==> src/rtl/decode.sv <==
// In-order decode stage: legality check, immediate generation, register file and busy scoreboard.
// Defining WB_BYPASS_EN forwards same-edge writeback data to the sources and the hazard check.

`ifndef INSTR_SIZE
`define INSTR_SIZE 31
`endif
`ifndef ADDR_SIZE
`define ADDR_SIZE 31
`endif
`ifndef EX_WIDTH
`define EX_WIDTH 3
`endif
`ifndef EX_ILLEGAL_INSTR
`define EX_ILLEGAL_INSTR 2
`endif

module decode #(
    parameter int REG_COUNT = 32
) (
    input  logic                  clk,
    input  logic                  reset,
    input  logic [`INSTR_SIZE:0]  instr,
    input  logic [`ADDR_SIZE:0]   PC,
    input  logic [`EX_WIDTH:0]    exception,
    input  logic                  exception_valid,
    input  logic                  pipeline_valid,
    output logic                  stall,
    input  logic                  flush,
    input  logic                  ex_stall,
    input  logic                  wb_enable,
    input  logic [4:0]            wb_rd,
    input  logic [`INSTR_SIZE:0]  wb_data,
    output logic [`ADDR_SIZE:0]   d_PC,
    output logic [6:0]            d_opcode,
    output logic [2:0]            d_funct3,
    output logic [6:0]            d_funct7,
    output logic [4:0]            d_rd,
    output logic [`INSTR_SIZE:0]  d_rs1_data,
    output logic [`INSTR_SIZE:0]  d_rs2_data,
    output logic [31:0]           d_imm,
    output logic [`EX_WIDTH:0]    d_exception,
    output logic                  d_exception_valid,
    output logic                  d_valid
);

    localparam int XLEN  = `INSTR_SIZE + 1;
    localparam int AW    = `ADDR_SIZE + 1;
    localparam int EXW   = `EX_WIDTH + 1;
    localparam int IDX_W = (REG_COUNT > 1) ? $clog2(REG_COUNT) : 1;
    localparam logic [5:0]     REG_LIMIT  = 6'(REG_COUNT);
    localparam logic [EXW-1:0] EX_ILLEGAL = EXW'(`EX_ILLEGAL_INSTR);

    typedef enum logic [6:0] {
        OPC_LUI    = 7'b0110111,
        OPC_AUIPC  = 7'b0010111,
        OPC_JAL    = 7'b1101111,
        OPC_JALR   = 7'b1100111,
        OPC_BRANCH = 7'b1100011,
        OPC_LOAD   = 7'b0000011,
        OPC_STORE  = 7'b0100011,
        OPC_OP_IMM = 7'b0010011,
        OPC_OP     = 7'b0110011,
        OPC_FENCE  = 7'b0001111,
        OPC_SYSTEM = 7'b1110011
    } opcode_e;

    typedef struct packed {
        logic [AW-1:0]   pc;
        logic [6:0]      opcode;
        logic [2:0]      funct3;
        logic [6:0]      funct7;
        logic [4:0]      rd;
        logic [XLEN-1:0] rs1_data;
        logic [XLEN-1:0] rs2_data;
        logic [31:0]     imm;
        logic [EXW-1:0]  exception;
        logic            exception_valid;
        logic            valid;
    } dec_out_t;

    dec_out_t             out_q, out_d;
    logic [REG_COUNT-1:0] busy_q, busy_d;
    logic [XLEN-1:0]      regs_q [REG_COUNT];
    logic [XLEN-1:0]      regs_d [REG_COUNT];

    logic [6:0]  opcode;
    logic [4:0]  rd, rs1, rs2;
    logic [31:0] imm_i, imm_s, imm_b, imm_u, imm_j;

    assign opcode = instr[6:0];
    assign rd     = instr[11:7];
    assign rs1    = instr[19:15];
    assign rs2    = instr[24:20];

    assign imm_i = {{20{instr[31]}}, instr[31:20]};
    assign imm_s = {{20{instr[31]}}, instr[31:25], instr[11:7]};
    assign imm_b = {{19{instr[31]}}, instr[31], instr[7], instr[30:25], instr[11:8], 1'b0};
    assign imm_u = {instr[31:12], 12'b0};
    assign imm_j = {{11{instr[31]}}, instr[31], instr[19:12], instr[20], instr[30:21], 1'b0};

    logic        legal, rd_used, rs1_used, rs2_used;
    logic [31:0] imm;

    // NOTE: every output of a combinational block gets a default first, so no path infers a latch.
    always_comb begin
        legal    = 1'b0;
        rd_used  = 1'b0;
        rs1_used = 1'b0;
        rs2_used = 1'b0;
        imm      = '0;
        if (instr[1:0] == 2'b11) begin
            case (opcode)
                OPC_LUI, OPC_AUIPC: begin legal = 1'b1; rd_used = 1'b1; imm = imm_u; end
                OPC_JAL:            begin legal = 1'b1; rd_used = 1'b1; imm = imm_j; end
                OPC_JALR, OPC_LOAD, OPC_OP_IMM: begin
                    legal = 1'b1; rd_used = 1'b1; rs1_used = 1'b1; imm = imm_i;
                end
                OPC_BRANCH: begin legal = 1'b1; rs1_used = 1'b1; rs2_used = 1'b1; imm = imm_b; end
                OPC_STORE:  begin legal = 1'b1; rs1_used = 1'b1; rs2_used = 1'b1; imm = imm_s; end
                OPC_OP: begin legal = 1'b1; rd_used = 1'b1; rs1_used = 1'b1; rs2_used = 1'b1; end
                OPC_FENCE, OPC_SYSTEM: legal = 1'b1;
                default: ;
            endcase
        end
        if (rd == 5'd0) rd_used = 1'b0;
    end

    logic [IDX_W-1:0] rs1_idx, rs2_idx, rd_idx, wb_idx;
    logic             rs1_ok, rs2_ok, rd_ok, wb_ok, wb_write;
    logic             byp1, byp2, busy1, busy2;
    logic [XLEN-1:0]  rs1_data, rs2_data;

    assign rs1_idx  = rs1[IDX_W-1:0];
    assign rs2_idx  = rs2[IDX_W-1:0];
    assign rd_idx   = rd[IDX_W-1:0];
    assign wb_idx   = wb_rd[IDX_W-1:0];
    assign rs1_ok   = (rs1 != 5'd0) && ({1'b0, rs1} < REG_LIMIT);
    assign rs2_ok   = (rs2 != 5'd0) && ({1'b0, rs2} < REG_LIMIT);
    assign rd_ok    = (rd != 5'd0) && ({1'b0, rd} < REG_LIMIT);
    assign wb_ok    = (wb_rd != 5'd0) && ({1'b0, wb_rd} < REG_LIMIT);
    assign wb_write = wb_enable & wb_ok;

`ifdef WB_BYPASS_EN
    assign byp1 = wb_write && (wb_rd == rs1);
    assign byp2 = wb_write && (wb_rd == rs2);
`else
    assign byp1 = 1'b0;
    assign byp2 = 1'b0;
`endif

    // A source being written back this edge is no longer waiting once bypass supplies the data.
    assign busy1    = rs1_ok & busy_q[rs1_idx] & ~byp1;
    assign busy2    = rs2_ok & busy_q[rs2_idx] & ~byp2;
    assign rs1_data = !rs1_ok ? '0 : (byp1 ? wb_data : regs_q[rs1_idx]);
    assign rs2_data = !rs2_ok ? '0 : (byp2 ? wb_data : regs_q[rs2_idx]);

    logic hazard, issue, set_busy;

    assign hazard   = pipeline_valid & ~exception_valid & legal &
                      ((rs1_used & busy1) | (rs2_used & busy2));
    assign stall    = reset & pipeline_valid & (hazard | ex_stall);
    assign issue    = pipeline_valid & ~hazard & ~ex_stall & ~flush;
    assign set_busy = issue & ~exception_valid & legal & rd_used & rd_ok;

    always_comb begin
        out_d = out_q;
        if (flush) begin
            out_d.valid           = 1'b0;
            out_d.exception_valid = 1'b0;
        end else if (!ex_stall) begin
            if (issue) begin
                out_d.pc              = PC;
                out_d.opcode          = opcode;
                out_d.funct3          = instr[14:12];
                out_d.funct7          = instr[31:25];
                out_d.rd              = rd;
                out_d.rs1_data        = rs1_data;
                out_d.rs2_data        = rs2_data;
                out_d.imm             = imm;
                out_d.valid           = 1'b1;
                out_d.exception_valid = exception_valid | ~legal;
                out_d.exception       = exception_valid ? exception :
                                        (legal ? '0 : EX_ILLEGAL);
            end else begin
                out_d.valid = 1'b0;
            end
        end
    end

    // Clear before set so an issue to the register being written back keeps it busy.
    always_comb begin
        busy_d = busy_q;
        if (wb_write) busy_d[wb_idx] = 1'b0;
        if (set_busy) busy_d[rd_idx] = 1'b1;
        if (flush)    busy_d = '0;
    end

    always_comb begin
        regs_d = regs_q;
        if (wb_write) regs_d[wb_idx] = wb_data;
    end

    // NOTE: state registers use non-blocking assignments so every flop samples pre-edge values.
    always_ff @(posedge clk or negedge reset) begin
        if (!reset) begin
            out_q  <= '0;
            busy_q <= '0;
            // NOTE: the register file is reset because software may read a register before writing it.
            for (int i = 0; i < REG_COUNT; i++) begin
                regs_q[i] <= '0;
            end
        end else begin
            out_q  <= out_d;
            busy_q <= busy_d;
            regs_q <= regs_d;
        end
    end

    assign d_PC              = out_q.pc;
    assign d_opcode          = out_q.opcode;
    assign d_funct3          = out_q.funct3;
    assign d_funct7          = out_q.funct7;
    assign d_rd              = out_q.rd;
    assign d_rs1_data        = out_q.rs1_data;
    assign d_rs2_data        = out_q.rs2_data;
    assign d_imm             = out_q.imm;
    assign d_exception       = out_q.exception;
    assign d_exception_valid = out_q.exception_valid;
    assign d_valid           = out_q.valid;

endmodule

==> config.mk <==
export PLATFORM = sky130hd
export DESIGN_NAME = decode
export DESIGN_NICKNAME = d
export VERILOG_FILES = /design/src/rtl/decode.sv
export SDC_FILE = /design/constraint.sdc
export NUM_CORES = 2
export LEC_CHECK = 0
export BUFFER_PORTS_ARGS = -buffer_cell sky130_fd_sc_hd__buf_2
export CAP_MARGIN = 20
export CORE_MARGIN = 5
export CORE_UTILIZATION = 25
export DETAILED_ROUTE_END_ITERATION = 8
export RECOVER_POWER = 25
export SYNTH_ARGS = -nofsm -noshare
export SYNTH_HDL_FRONTEND = slang
export SYNTH_SLANG_ARGS = --single-unit
==> constraint.sdc <==
create_clock -name clk -period 3.95 [get_ports clk]
set_input_delay 0 -clock clk [delete_from_list [all_inputs] [get_ports clk]]
set_output_delay 0 -clock clk [all_outputs]
set_load 0.01 [all_outputs]
==> impl_metrics.env <==
export IMPL_outcome="complete, but fails checks"
export IMPL_violations="max-capacitance violations, max-slew violations"
export IMPL_critPathMaxStageDelay_ps=590
export IMPL_io_pin_count=269
export IMPL_max_freq_mhz=309
export IMPL_dieArea_um2=262000
export IMPL_first_iter_violations=3586
export IMPL_rsz0062_at_grt="false"
export IMPL_syn_area_per_cell_um2=14.9
export IMPL_grt_usage_pct=15.3
export IMPL_drc_errors=0
export IMPL_final_cell_area_um2=74400
export IMPL_first_global_vias=42900
export IMPL_critPathKind="in -> reg"
export IMPL_gp_congestion=0.799
export IMPL_hold_violations=0
export IMPL_cts_resized=0
export IMPL_yosysUniqueCellTypes=59
export IMPL_p_leak_uw=0.0317
export IMPL_grt_first_pass_wirelength_um=304000
export IMPL_slowest_stage="mux4_2"
export IMPL_maxCapViolCount=10
export IMPL_syn_area_um2=63100
export IMPL_maxSlewViolCount=580
export IMPL_antenna_found_initial=14
export IMPL_vias=40500
export IMPL_crit_family="buffers and inverters"
export IMPL_clockBufferDepth=3
export IMPL_ys_seq_area_share_pct=48.1
export IMPL_hp_class="in -> reg"
export IMPL_synth_edff_count=0
export IMPL_crit_top_cell="dlygate4sd3_1"
export IMPL_drtPass1Iterations=7
export IMPL_cp_max_fo=54
export IMPL_syn_nets=4353
export IMPL_final_nets=4578
export IMPL_postCtsSetupBuffers=0
export IMPL_rows=184
export IMPL_power_density_nw_per_um2=496
export IMPL_drive_above_1_share_pct=52.2
export IMPL_cts_sinks=1212
export IMPL_async_flop_share_pct=100
export IMPL_die_x_um=512
export IMPL_slew_headroom_pct=-84.7
export IMPL_synth_top_area_share_pct=48.1
export IMPL_worstSkewPairLatency_ps=770
export IMPL_gr_total_overflow=0
export IMPL_period_minus_slack_ps=3230
export IMPL_synth_area_top_cells="dfrtp_1, mux2_2, mux4_2, mux2i_1, clkbuf_1"
export IMPL_synth_largest_area_cell="dfrtp_1"
export IMPL_clk_pin_slew_ps=60
export IMPL_setup_tns_final_ps=0
export IMPL_dp_cells=7520
export IMPL_port_buffers=268
export IMPL_ir_worst_vdd_uv=327
export IMPL_yosys_most_used_dff="dfrtp_1"
export IMPL_cts_made_buffers=133
export IMPL_cts_tree="done"
export IMPL_worstPathArrival_ps=3940
export IMPL_crit_chain="dlygate4sd3_1 -> buf_8 -> mux4_2 -> o22ai_1 -> o21ai_0 -> o2111ai_2 -> nand3_2 -> o41ai_1 -> dlygate4sd3_1"
export IMPL_required_ps=4650
export IMPL_htreeDepth=4
export IMPL_ys_warn_count=0
export IMPL_crit_buf_inv=3
export IMPL_startpoint_type="primary input"
export IMPL_tightest_slew_ps=2770
export IMPL_vias_per_cell=5.11
export IMPL_grt_max_degree=101
export IMPL_dieHeight_um=512
export IMPL_area_growth_syn_to_layout_pct=17.9
export IMPL_final_cells=7918
export IMPL_holdBufCountCts=159
export IMPL_dpl_hpwl_um=120000
export IMPL_ys_seq_elements=1212
export IMPL_ant_nets=0
export IMPL_end_kind="register"
export IMPL_totalWireLength_um=204000
export IMPL_skew_ps=25.4
export IMPL_finalSetupViolCount=0
export IMPL_initial_utilization_pct=25.1
export IMPL_placed_area_um2=68400
export IMPL_syn_inst=4241
export IMPL_routedWlPerCell_um=25.8
export IMPL_core_um2=251000
export IMPL_cts_root_buf="clkbuf_16"
export IMPL_fin_crit_sh_pct=81.8
[metrics by stage]
stage | power, uW | util [%] | hold WS, ps | setup slack, ps
after floorplan | 21400 | - | -296 | 1660
after global placement | 23700 | 27.2 | 69.1 | 1060
after detailed placement | 24100 | 27.2 | 68.3 | 1050
after CTS | 37200 | 29.7 | 4.61 | 845
after global routing | 38600 | 29.6 | 36.8 | 526
final | 36900 | 29.6 | 76.5 | 717
[state kept, by name, indices dropped and copies added, names as in the netlist, 7 cells and up]
| register | flops |
|---|---|
| d_opcode | 7 |
| busy_q | 32 |
| d_rs2_data | 32 |
| d_imm | 32 |
| d_funct7 | 7 |
| d_rs1_data | 32 |
| d_PC | 32 |
| regs_q | 1024 |
[where the power goes]
| group | internal [uW] | switching [uW] | total [uW] |
|---|---|---|---|
| Clock | 7590 | 5350 | 12900 |
| Sequential | 14700 | 1690 | 16400 |
| Combinational | 4440 | 3090 | 7530 |
[logic make-up (layout without fill, tap and decap cells)]
| family | after synthesis | after routing | share of synthesized area (%) |
|---|---|---|---|
| DFF | 1212 | 1212 | 48.1 |
| other | 0 | 2 | 0 |
| buffers and inverters | 487 | 814 | 3.13 |
| AOI/OAI and AO/OA | 302 | 302 | 3.06 |
| and+or+nand+nor | 305 | 305 | 2.23 |
| muxes | 1935 | 1935 | 43.5 |
[path summary, 6_finish.rpt]
path / startpoint / to / slack, ps / cells past startpoint
max in group asynchronous: reset / d_PC[26] / 1140 / 3
min: PC[24] / d_PC[24] / 80 / 3
max reg2reg: busy_q[18] / busy_q[12] / 750 / 7
min in group asynchronous: reset / d_rs2_data[8] / 180 / 3
min reg2reg: regs_q[1014] / regs_q[1014] / 390 / 0
max: instr[21] / busy_q[12] / 720 / 9
[synthesized netlist by cell type (3+ instances only)]
master / instances
o41ai_2: 4
nand3b_1: 7
a32o_1: 5
dfrtp_1: 1212
mux4_2: 521
mux2_2: 1229
nor3_1: 12
buf_1: 83
nor2_1: 94
o21ai_0: 91
and3b_1: 3
buf_2: 63
and3_1: 3
nand2b_1: 8
nor4_1: 4
nand3_1: 29
o41ai_1: 3
o211ai_1: 76
a221o_1: 6
a22o_1: 4
nand2_1: 110
clkbuf_1: 298
buf_4: 16
nor4b_1: 3
mux2_1: 19
mux2i_1: 166
a21oi_1: 88
o32ai_1: 5
or2_2: 4
nor2b_1: 8
nor3b_1: 6
inv_1: 26
[per-layer routing]
layer  global-route usage, %  part of all wire, %  vias to the layer above
met5                       0                0.017                        -
met4                    4.40                  2.8                        6
met2                    24.1                   46                     1493
li1                        -                    -                    16600
met1                    21.1                   44                    22000
met3                    3.31                  7.0                      325
[worst reg2reg max path, stage by stage (launching register included)]
cell and delay [ps]:
dfrtp_1 400, mux4_2 500, nor4b_1 410, nor4_1 170, nand3_1 170, nand3_2 430
o41ai_1 470, dlygate4sd3_1 590
[area by class of cell]
| type | count | area [um2] |
|---|---|---|
| Inverter | 26 | 97.6 |
| Fill cell | 25000 | 177000 |
| Tap cell | 3348 | 4190 |
| Sequential cell | 1212 | 30300 |
| Timing Repair Buffer | 551 | 4300 |
| Clock inverter | 44 | 523 |
| Antenna cell | 2 | 5.00 |
| Multi-Input combinational cell | 2542 | 31000 |
| Clock buffer | 193 | 3970 |
[layout by cell type, fill, tap and decap left out, types with 26 or more instances in the layout]
master and n:
o21ai_0 91, mux2_2 1229, mux4_2 521, o211ai_1 76, nand3_1 29, mux2i_1 166, clkbuf_1 39, clkbuf_16 138
buf_4 71, dlygate4sd3_1 158, a21oi_1 88, clkbuf_8 33, buf_2 260, nand2_1 95, buf_12 34, inv_1 26
nor2_1 78, dfrtp_1 1212
No activity file was read; power rests on OpenSTA's default activity.
